**src/rtl/cache_controle_lru.sv**
```systemverilog
// Four-line fully associative cache controller with write-back, write-allocate and true LRU.
// One request at a time; misses go out to memory through a simple req/ack handshake.
module cache_controle_lru (
  input  logic       i_clock,
  input  logic       i_reset,
  input  logic       i_req,
  input  logic       i_write,
  input  logic [6:0] i_address,
  input  logic [4:0] i_blockIn,
  output logic       o_ready,
  output logic       o_done,
  output logic [4:0] o_blockOut,
  output logic       o_hit,
  output logic       o_mReq,
  output logic       o_cWriteM,
  output logic [6:0] o_mAddress,
  output logic [4:0] o_cBlockM,
  input  logic [4:0] i_mBlockC,
  input  logic       i_mAck
);

  localparam logic [2:0] IDLE      = 3'd0;
  localparam logic [2:0] LOOKUP    = 3'd1;
  localparam logic [2:0] WRITEBACK = 3'd2;
  localparam logic [2:0] FETCH     = 3'd3;
  localparam logic [2:0] DONE      = 3'd4;

  logic [2:0] r_state;
  logic       r_write;
  logic [6:0] r_addr;
  logic [4:0] r_dataIn;
  logic [1:0] r_line;
  logic       r_hit;
  logic [4:0] r_blockOut;
  logic [3:0] r_valid;
  logic [3:0] r_dirty;
  logic [6:0] r_tag [4];
  logic [4:0] r_data [4];
  logic [1:0] r_age [4];

  logic       w_hit;
  logic [1:0] w_hitIdx;
  logic       w_anyInvalid;
  logic [1:0] w_victim;

  // Victim is the lowest invalid line; only when the cache is full does LRU age decide.
  always_comb begin
    w_hit        = 1'b0;
    w_hitIdx     = 2'd0;
    w_anyInvalid = 1'b0;
    w_victim     = 2'd0;
    for (int i = 3; i >= 0; i--) begin
      if (r_valid[i] && (r_tag[i] == r_addr)) begin
        w_hit    = 1'b1;
        w_hitIdx = 2'(i);
      end
      if (!r_valid[i]) begin
        w_anyInvalid = 1'b1;
        w_victim     = 2'(i);
      end
    end
    if (!w_anyInvalid) begin
      for (int i = 0; i < 4; i++) begin
        if (r_age[i] == 2'd3) w_victim = 2'(i);
      end
    end
  end

  always_ff @(posedge i_clock or posedge i_reset) begin
    if (i_reset) begin
      r_state    <= IDLE;
      r_write    <= 1'b0;
      r_addr     <= 7'd0;
      r_dataIn   <= 5'd0;
      r_line     <= 2'd0;
      r_hit      <= 1'b0;
      r_blockOut <= 5'd0;
      r_valid    <= 4'd0;
      r_dirty    <= 4'd0;
      for (int i = 0; i < 4; i++) begin
        r_tag[i]  <= 7'd0;
        r_data[i] <= 5'd0;
        r_age[i]  <= 2'(i);
      end
    end else begin
      case (r_state)
        IDLE: begin
          if (i_req) begin
            r_write  <= i_write;
            r_addr   <= i_address;
            r_dataIn <= i_blockIn;
            r_state  <= LOOKUP;
          end
        end
        LOOKUP: begin
          if (w_hit) begin
            r_line     <= w_hitIdx;
            r_hit      <= 1'b1;
            r_blockOut <= r_write ? r_dataIn : r_data[w_hitIdx];
            if (r_write) begin
              r_data[w_hitIdx]  <= r_dataIn;
              r_dirty[w_hitIdx] <= 1'b1;
            end
            r_state <= DONE;
          end else begin
            r_line  <= w_victim;
            r_state <= (r_valid[w_victim] && r_dirty[w_victim]) ? WRITEBACK : FETCH;
          end
        end
        WRITEBACK: begin
          if (i_mAck) begin
            r_dirty[r_line] <= 1'b0;
            r_state         <= FETCH;
          end
        end
        FETCH: begin
          // Write-allocate: the fetched block is overwritten by the request data on the same edge.
          if (i_mAck) begin
            r_tag[r_line]   <= r_addr;
            r_valid[r_line] <= 1'b1;
            r_data[r_line]  <= r_write ? r_dataIn : i_mBlockC;
            r_dirty[r_line] <= r_write;
            r_hit           <= 1'b0;
            r_blockOut      <= r_write ? r_dataIn : i_mBlockC;
            r_state         <= DONE;
          end
        end
        DONE: begin
          for (int i = 0; i < 4; i++) begin
            if (2'(i) == r_line) r_age[i] <= 2'd0;
            else if (r_age[i] < r_age[r_line]) r_age[i] <= r_age[i] + 2'd1;
          end
          r_state <= IDLE;
        end
        default: r_state <= IDLE;
      endcase
    end
  end

  assign o_ready    = (r_state == IDLE);
  assign o_done     = (r_state == DONE);
  assign o_hit      = r_hit;
  assign o_blockOut = r_blockOut;
  assign o_mReq     = (r_state == WRITEBACK) || (r_state == FETCH);
  assign o_cWriteM  = (r_state == WRITEBACK);
  assign o_mAddress = (r_state == WRITEBACK) ? r_tag[r_line] :
                      (r_state == FETCH)     ? r_addr        : 7'd0;
  assign o_cBlockM  = (r_state == WRITEBACK) ? r_data[r_line] : 5'd0;

endmodule
```
**config.mk**
```make
export PLATFORM = sky130hd
export DESIGN_NAME = cache_controle_lru
export DESIGN_NICKNAME = d
export VERILOG_FILES = /design/src/rtl/cache_controle_lru.sv
export SDC_FILE = /design/constraint.sdc
export NUM_CORES = 1
export LEC_CHECK = 0
export ABC_AREA = 1
export CAP_MARGIN = 20
export CORE_MARGIN = 1
export CORE_UTILIZATION = 40
export DETAILED_ROUTE_END_ITERATION = 6
export PLACE_DENSITY = 0.6
export SLEW_MARGIN = 20
export SYNTH_ARGS = -nofsm -noshare
export SYNTH_HDL_FRONTEND = slang
export SYNTH_SLANG_ARGS = --single-unit
```
**constraint.sdc**
```tcl
create_clock -name i_clock -period 7.6 [get_ports i_clock]
set_input_delay 0.76 -clock i_clock [delete_from_list [all_inputs] [get_ports i_clock]]
set_output_delay 0.76 -clock i_clock [all_outputs]
set_load 0.02 [all_outputs]
```
==> results_dict.tcl, run 1 <==
set metrics [dict create \
    outcome "complete, but fails checks" \
    violations "design-rule violations" \
    firstDrtPassIters 7 \
    fin_setup_tns_ps 0 \
    critPathKind "register to primary output" \
    worstHoldEndpoint "r_tag[17]" \
    start_util 0.409 \
    via_per_inst 5.40 \
    cts_made_buffers 9 \
    port_buffers 43 \
    start_kind "register" \
    cts_sinks 88 \
    reg2regPathDepth 11 \
    io_pins 44 \
    fin_skew_ps 6.66 \
    gp_congestion 0.946 \
    synth-seq-cells 88 \
    floorplan.die.width_um 118 \
    p_leak_uw 0.00303 \
    async_flop_share 1.00 \
    placed_cells 964 \
    finalWirelength_mm 16.4 \
    synthFlopType "dfrtp_1" \
    grt_setup_unrepaired "no" \
    worst_pin_slew_ps 917 \
    multiInputGateArea_um2 2680 \
    relSlewSlack 0.387 \
    clock_path_buffers 2 \
    grt_pass1_vias 5066 \
    die_y_um 118 \
    hold_path_depth 2 \
    yosysSeqAreaShare 0.409 \
    vias 5291 \
    finish.net_count 829 \
    yosysTopAreaCell "dfrtp_1" \
    vdd_drop_max_uv 138 \
    clk_pin_slew_worst_paths_ps 70 \
    cts_root_buffer "clkbuf_16" \
    routedWlPerCell_um 16.7 \
    antenna_found_initial 0 \
    pre_cts_ws_ps 4050 \
    syn-cell-area_um2 5400 \
    hold_start "r_tag[17]" \
    syn_nets 796 \
    drt_iter0_markers 475 \
    finalSetupViolCount 0 \
    max_freq_ghz 0.250 \
    yosys-top-cells-area "dfrtp_1 39%, nand2_1 17%, inv_1 6.6%" \
    core_area_um2 13200 \
    drive_gt1_frac 0.0685 \
    crit_required_ps 6840 \
    drv_slew 0 \
    layout.cells.non_filler 979 \
    grt_max_degree 49 \
    grt_use_total 0.247 \
    nFillCells 1373 \
    hold_viol_final 0 \
    yosysWarnings 0 \
    synth_edf_count 0 \
    r2r-end "r_age[6]" \
    place.detailed.hpwl_mm 12.1 \
    drc 2 \
    area_growth_syn_to_layout_pct 15.2 \
    layout_min_cycle_time_ps 4010 \
    cts_tree "done" \
    power_density_nw_per_um2 375 \
    ant_nets 0 \
    setup_ws_ps 3590 \
    overflow 0 \
    num_antenna_cells 0 \
    cp.arrival_ps 3250 \
    crit_path_end_kind "primary output" \
    cts_max_level 3 \
    max_cap_violations 0 \
    hp-class "register to register" \
    grt_first_pass_wirelength_mm 26.6 \
    cts_setup_buffers 0 \
    r2r-start "r_line[0]" \
    yosysUniqueCellTypes 43 \
    cts_hold_buf 0 \
    regArea_um2 2210 \
    syn_area_per_cell_um2 7.05 \
    yosysTopAreaCellShare 0.389 \
    syn_inst 766 \
    die_area_um2 14000 \
    timing.final.crit_share 0.527 \
    path_max_fanout 22 \
    rrSetupSlack_ps 4230 \
    cts.repair.resized 0 \
    insertion_delay_ps 350 \
    num_rows 42 \
]
## synthesized netlist by cell type, types with 8 or more instances
cell type and n:
a21oi_1 32, nand3_1 11, o22ai_1 29, o21ai_0 68, inv_1 95, nor2_1 71
clkbuf_1 14, dfrtp_1 84, ha_1 8, inv_2 10, a22oi_1 10, o21ai_1 18
nand2_1 246
## cell usage in the layout, fill, tap and decap left out, types with 2 or more instances in the layout
cell type / n
o22ai_1: 29
nor2_2: 6
nand2_2: 6
clkinv_4: 2
o211ai_1: 2
o211ai_4: 2
nor3_1: 3
clkinv_1: 2
o21ai_1: 18
o21ai_0: 68
ha_1: 8
nand2_1: 246
a21boi_0: 3
o2bb2ai_1: 3
or2_0: 4
inv_2: 10
clkdlybuf4s50_1: 43
mux2_2: 3
a221oi_1: 6
nand3_1: 11
nor2_1: 71
clkbuf_16: 9
clkinv_2: 3
nand4_1: 2
dfstp_2: 4
a21oi_1: 32
dfrtp_1: 84
nand2_4: 2
a22oi_1: 10
inv_1: 94
## through the flow
stage,total power (uW),utilization,hold slack (ps),cell area (um2)
final,2330,0.471,490,6220
after global routing,2520,0.471,522,6220
after CTS,2330,0.471,490,6220
after detailed placement,1910,0.451,473,5950
after global placement,1890,0.451,475,5950
after floorplan,1560,-,453,5400
## power by group
part	internal (uW)	leakage, uW	switching, uW
Clock	220	0.000128	196
Combinational	387	0.00182	751
Sequential	629	0.00108	150
## sequential cells by signal (all words and copies together), names as in the netlist
signal	count
o_blockOut	5
r_dirty	4
r_dataIn	5
r_state	3
r_addr	7
r_line	2
r_write	1
r_valid	4
r_age	8
r_data	20
r_tag	28
o_hit	1
## worst max-delay path by stage
stage	start	endpoint	slack (ps)	cells after the start
5_1_grt	r_state[1]	o_mAddress[4]	3350	7
4_1_cts	r_state[1]	o_mAddress[4]	3640	7
6_report	r_state[1]	o_mAddress[1]	3590	7
3_3_place_gp	r_state[1]	o_mAddress[2]	4210	7
3_5_place_dp	r_state[1]	o_mAddress[4]	4050	7
2_1_floorplan	i_reset	o_blockOut[0]	4570	1
## layout make-up
cell class,count,area share
multi-input cells,549,0.432
flip-flops and latches,88,0.355
repair buffers,44,0.0705
inverters,107,0.0648
clock buffers,10,0.0368
well taps,176,0.0354
clock inverters,5,0.00564
## routing by layer
layer,routed length (um),up-vias,track usage
met4,641,0,0.138
met5,0,-,0
li1,-,2552,-
met1,7350,2488,0.330
met2,7400,205,0.385
met3,995,46,0.0357
## cell families after synthesis
| family | count (synthesis) | share of synthesized area |
|---|---|---|
| and+or+nand+nor | 357 | 0.274 |
| adders and majority gates | 8 | 0.0185 |
| AOI/OAI and AO/OA | 181 | 0.198 |
| DFF | 88 | 0.409 |
| muxes | 3 | 0.00626 |
| buffers and inverters | 129 | 0.0939 |
## worst max-delay path, cell delays in order (launching register included)
cell	delay [ps]
dfrtp_1	460
inv_1	110
nor2_2	190
inv_2	90
nor2_1	480
inv_1	550
o21ai_0	360
clkdlybuf4s50_1	650
(Power assumes the default switching activity.)
==> run 2, diff against run 1 <==
--- a/config.mk
+++ b/config.mk
@@ -10,7 +10,7 @@
 export CORE_MARGIN = 1
 export CORE_UTILIZATION = 40
 export DETAILED_ROUTE_END_ITERATION = 6
-export PLACE_DENSITY = 0.6
+export PLACE_DENSITY = 0.63
 export SLEW_MARGIN = 20
 export SYNTH_ARGS = -nofsm -noshare
 export SYNTH_HDL_FRONTEND = slang
==> constraint.sdc (replaced) <==
create_clock -name i_clock -period 3.4 [get_ports i_clock]
set_input_delay 0.34 -clock i_clock [delete_from_list [all_inputs] [get_ports i_clock]]
set_output_delay 0.34 -clock i_clock [all_outputs]
set_load 0.02 [all_outputs]
==> results_dict.tcl, run 2 (synthesized netlist as in run 1, its figures left out) <==
set metrics [dict create \
    nFillCells 1332 \
    finalWirelength_mm 16.0 \
    final_cell_mix "246 x nand2_1, 94 x inv_1, 84 x dfrtp_1" \
    hp-class "input pin to asynchronous set/reset pin" \
    fin_util 0.476 \
    violations "design-rule violations" \
    clk_pin_slew_worst_paths_ps 60 \
    relSlewSlack 0.504 \
    drc 1 \
    outcome "complete, but fails checks" \
    timing.final.crit_share 0.938 \
    cts_setup_buffers 0 \
    power_density_nw_per_um2 838 \
    finish.net_count 837 \
    grt_pass1_vias 5171 \
    antenna_found_initial 0 \
    slowest_delay_ps 680 \
    grt_setup_unrepaired "no" \
    firstDrtPassIters 7 \
    seqPwrFrac 0.331 \
    p_clk_frac 0.171 \
    clock_path_buffers 2 \
    via_per_inst 5.37 \
    multiInputGateArea_um2 2680 \
    port_buffers 43 \
    rrSetupSlack_ps 620 \
    fin_setup_tns_ps 0 \
    crit_required_ps 3060 \
    layout_commonest_cell "nand2_1" \
    floorplan.die.width_um 118 \
    crit_top_cell "o21ai_0" \
    p_leak_uw 0.00307 \
    placed_cells 972 \
    ant_nets 0 \
    cts.repair.resized 0 \
    cts_root_buffer "clkbuf_16" \
    num_rows 42 \
    power.total_uw 5260 \
    switchingPower_uw 2460 \
    critPathKind "register to primary output" \
    max_cap_violations 0 \
    num_antenna_cells 0 \
    vias 5310 \
    largest_reg_flops 28 \
    layout.cells.non_filler 988 \
    die_area_um2 14000 \
    area_growth_syn_to_layout_pct 16.2 \
    cts_hold_buf 0 \
    regArea_um2 2210 \
    path_cells "nor2_2 > clkinv_1 > buf_4 > o22ai_1 > o21ai_0 > o21ai_0 > clkdlybuf4s50_1" \
    fin_skew_ps 8.29 \
    insertion_delay_ps 350 \
    io_pins 44 \
    worst_pin_slew_ps 742 \
    place.detailed.hpwl_mm 12.0 \
    grt_use_total 0.242 \
    path_max_fanout 13 \
    layout_min_cycle_time_ps 3190 \
    cp.arrival_ps 2850 \
    cts_max_level 3 \
    fin_area_um2 6270 \
    start_kind "register" \
    p_int_uw 2800 \
    die_y_um 118 \
    dpl_cell_area_um2 6010 \
    crit_path_end_kind "primary output" \
    drv_slew 0 \
    grt_max_degree 33 \
    finalSetupViolCount 0 \
    crit_slowest_cell "clkdlybuf4s50_1" \
    cts_tree "done" \
    routedWlPerCell_um 16.2 \
    start_util 0.409 \
    combPwrFrac 0.498 \
    p_sw_frac 0.467 \
    cts_sinks 88 \
    vdd_drop_max_uv 418 \
    core_area_um2 13200 \
    drt_iter0_markers 514 \
    gp_congestion 0.957 \
    regMostFlops "r_tag" \
    overflow 0 \
    reg_top3 "r_tag x28, r_data x20, r_age x8" \
    max_freq_ghz 0.314 \
    drive_gt1_frac 0.0764 \
    hold_viol_final 0 \
    grt_first_pass_wirelength_mm 26.5 \
    cts_made_buffers 9 \
]
run 2: cell types whose count changed in the layout (fill, tap and decap cells not counted):
cell        delta
clkbuf_1       +2
clkinvlp_4     -1
clkinv_4       -1
clkinv_2       +1
buf_4          +8
run 2: metal layers:
metal,track usage,vias up,share of wire
met2,0.366,222,0.44
met5,0,-,0
li1,-,2555,-
met3,0.0512,35,0.082
met4,0.0978,0,0.025
met1,0.336,2498,0.45
run 2: area by class of cell:
class / instances / share of cell area
multi-input combinational: 549 / 0.428
sequential: 88 / 0.352
timing repair buffer: 52 / 0.0794
inverter: 107 / 0.0642
clock buffer: 12 / 0.0377
tap: 176 / 0.0351
clock inverter: 4 / 0.00379
run 2: power by group through the flow:
stage	combinational, uW	sequential (uW)	clock [uW]
2_1_floorplan	1820	1660	0
3_3_place_gp	2530	1740	0
5_1_grt	2930	1780	958
6_report	2620	1740	900
3_5_place_dp	2580	1740	0
4_1_cts	2590	1730	915
run 2: critical path, delay by kind of cell (launching register included):
family | cells | cell delay [ps]
flip-flops | 1 | 410
buffers and inverters | 3 | 1280
AO/OA/AOI/OAI | 3 | 410
AND/OR/NAND/NOR | 1 | 400
run 2: worst paths after layout:
path                            from       endpoint  cells past startpoint
setup / recovery           r_line[0]  o_mAddress[4]                      7
hold / removal               i_reset     r_valid[0]                      2
setup reg to reg           r_line[1]       r_age[6]                     11
hold reg to reg                o_hit          o_hit                      2
max in group asynchronous    i_reset  o_blockOut[0]                      3
min in group i_clock           o_hit          o_hit                      2
run 2: per-stage QoR:
step | worst slack [ps] | hold WS [ps]
2_1_floorplan | 788 | 453
3_3_place_gp | 695 | 480
3_5_place_dp | 633 | 463
4_1_cts | 257 | 356
5_1_grt | 44.7 | 396
6_report | 211 | 337
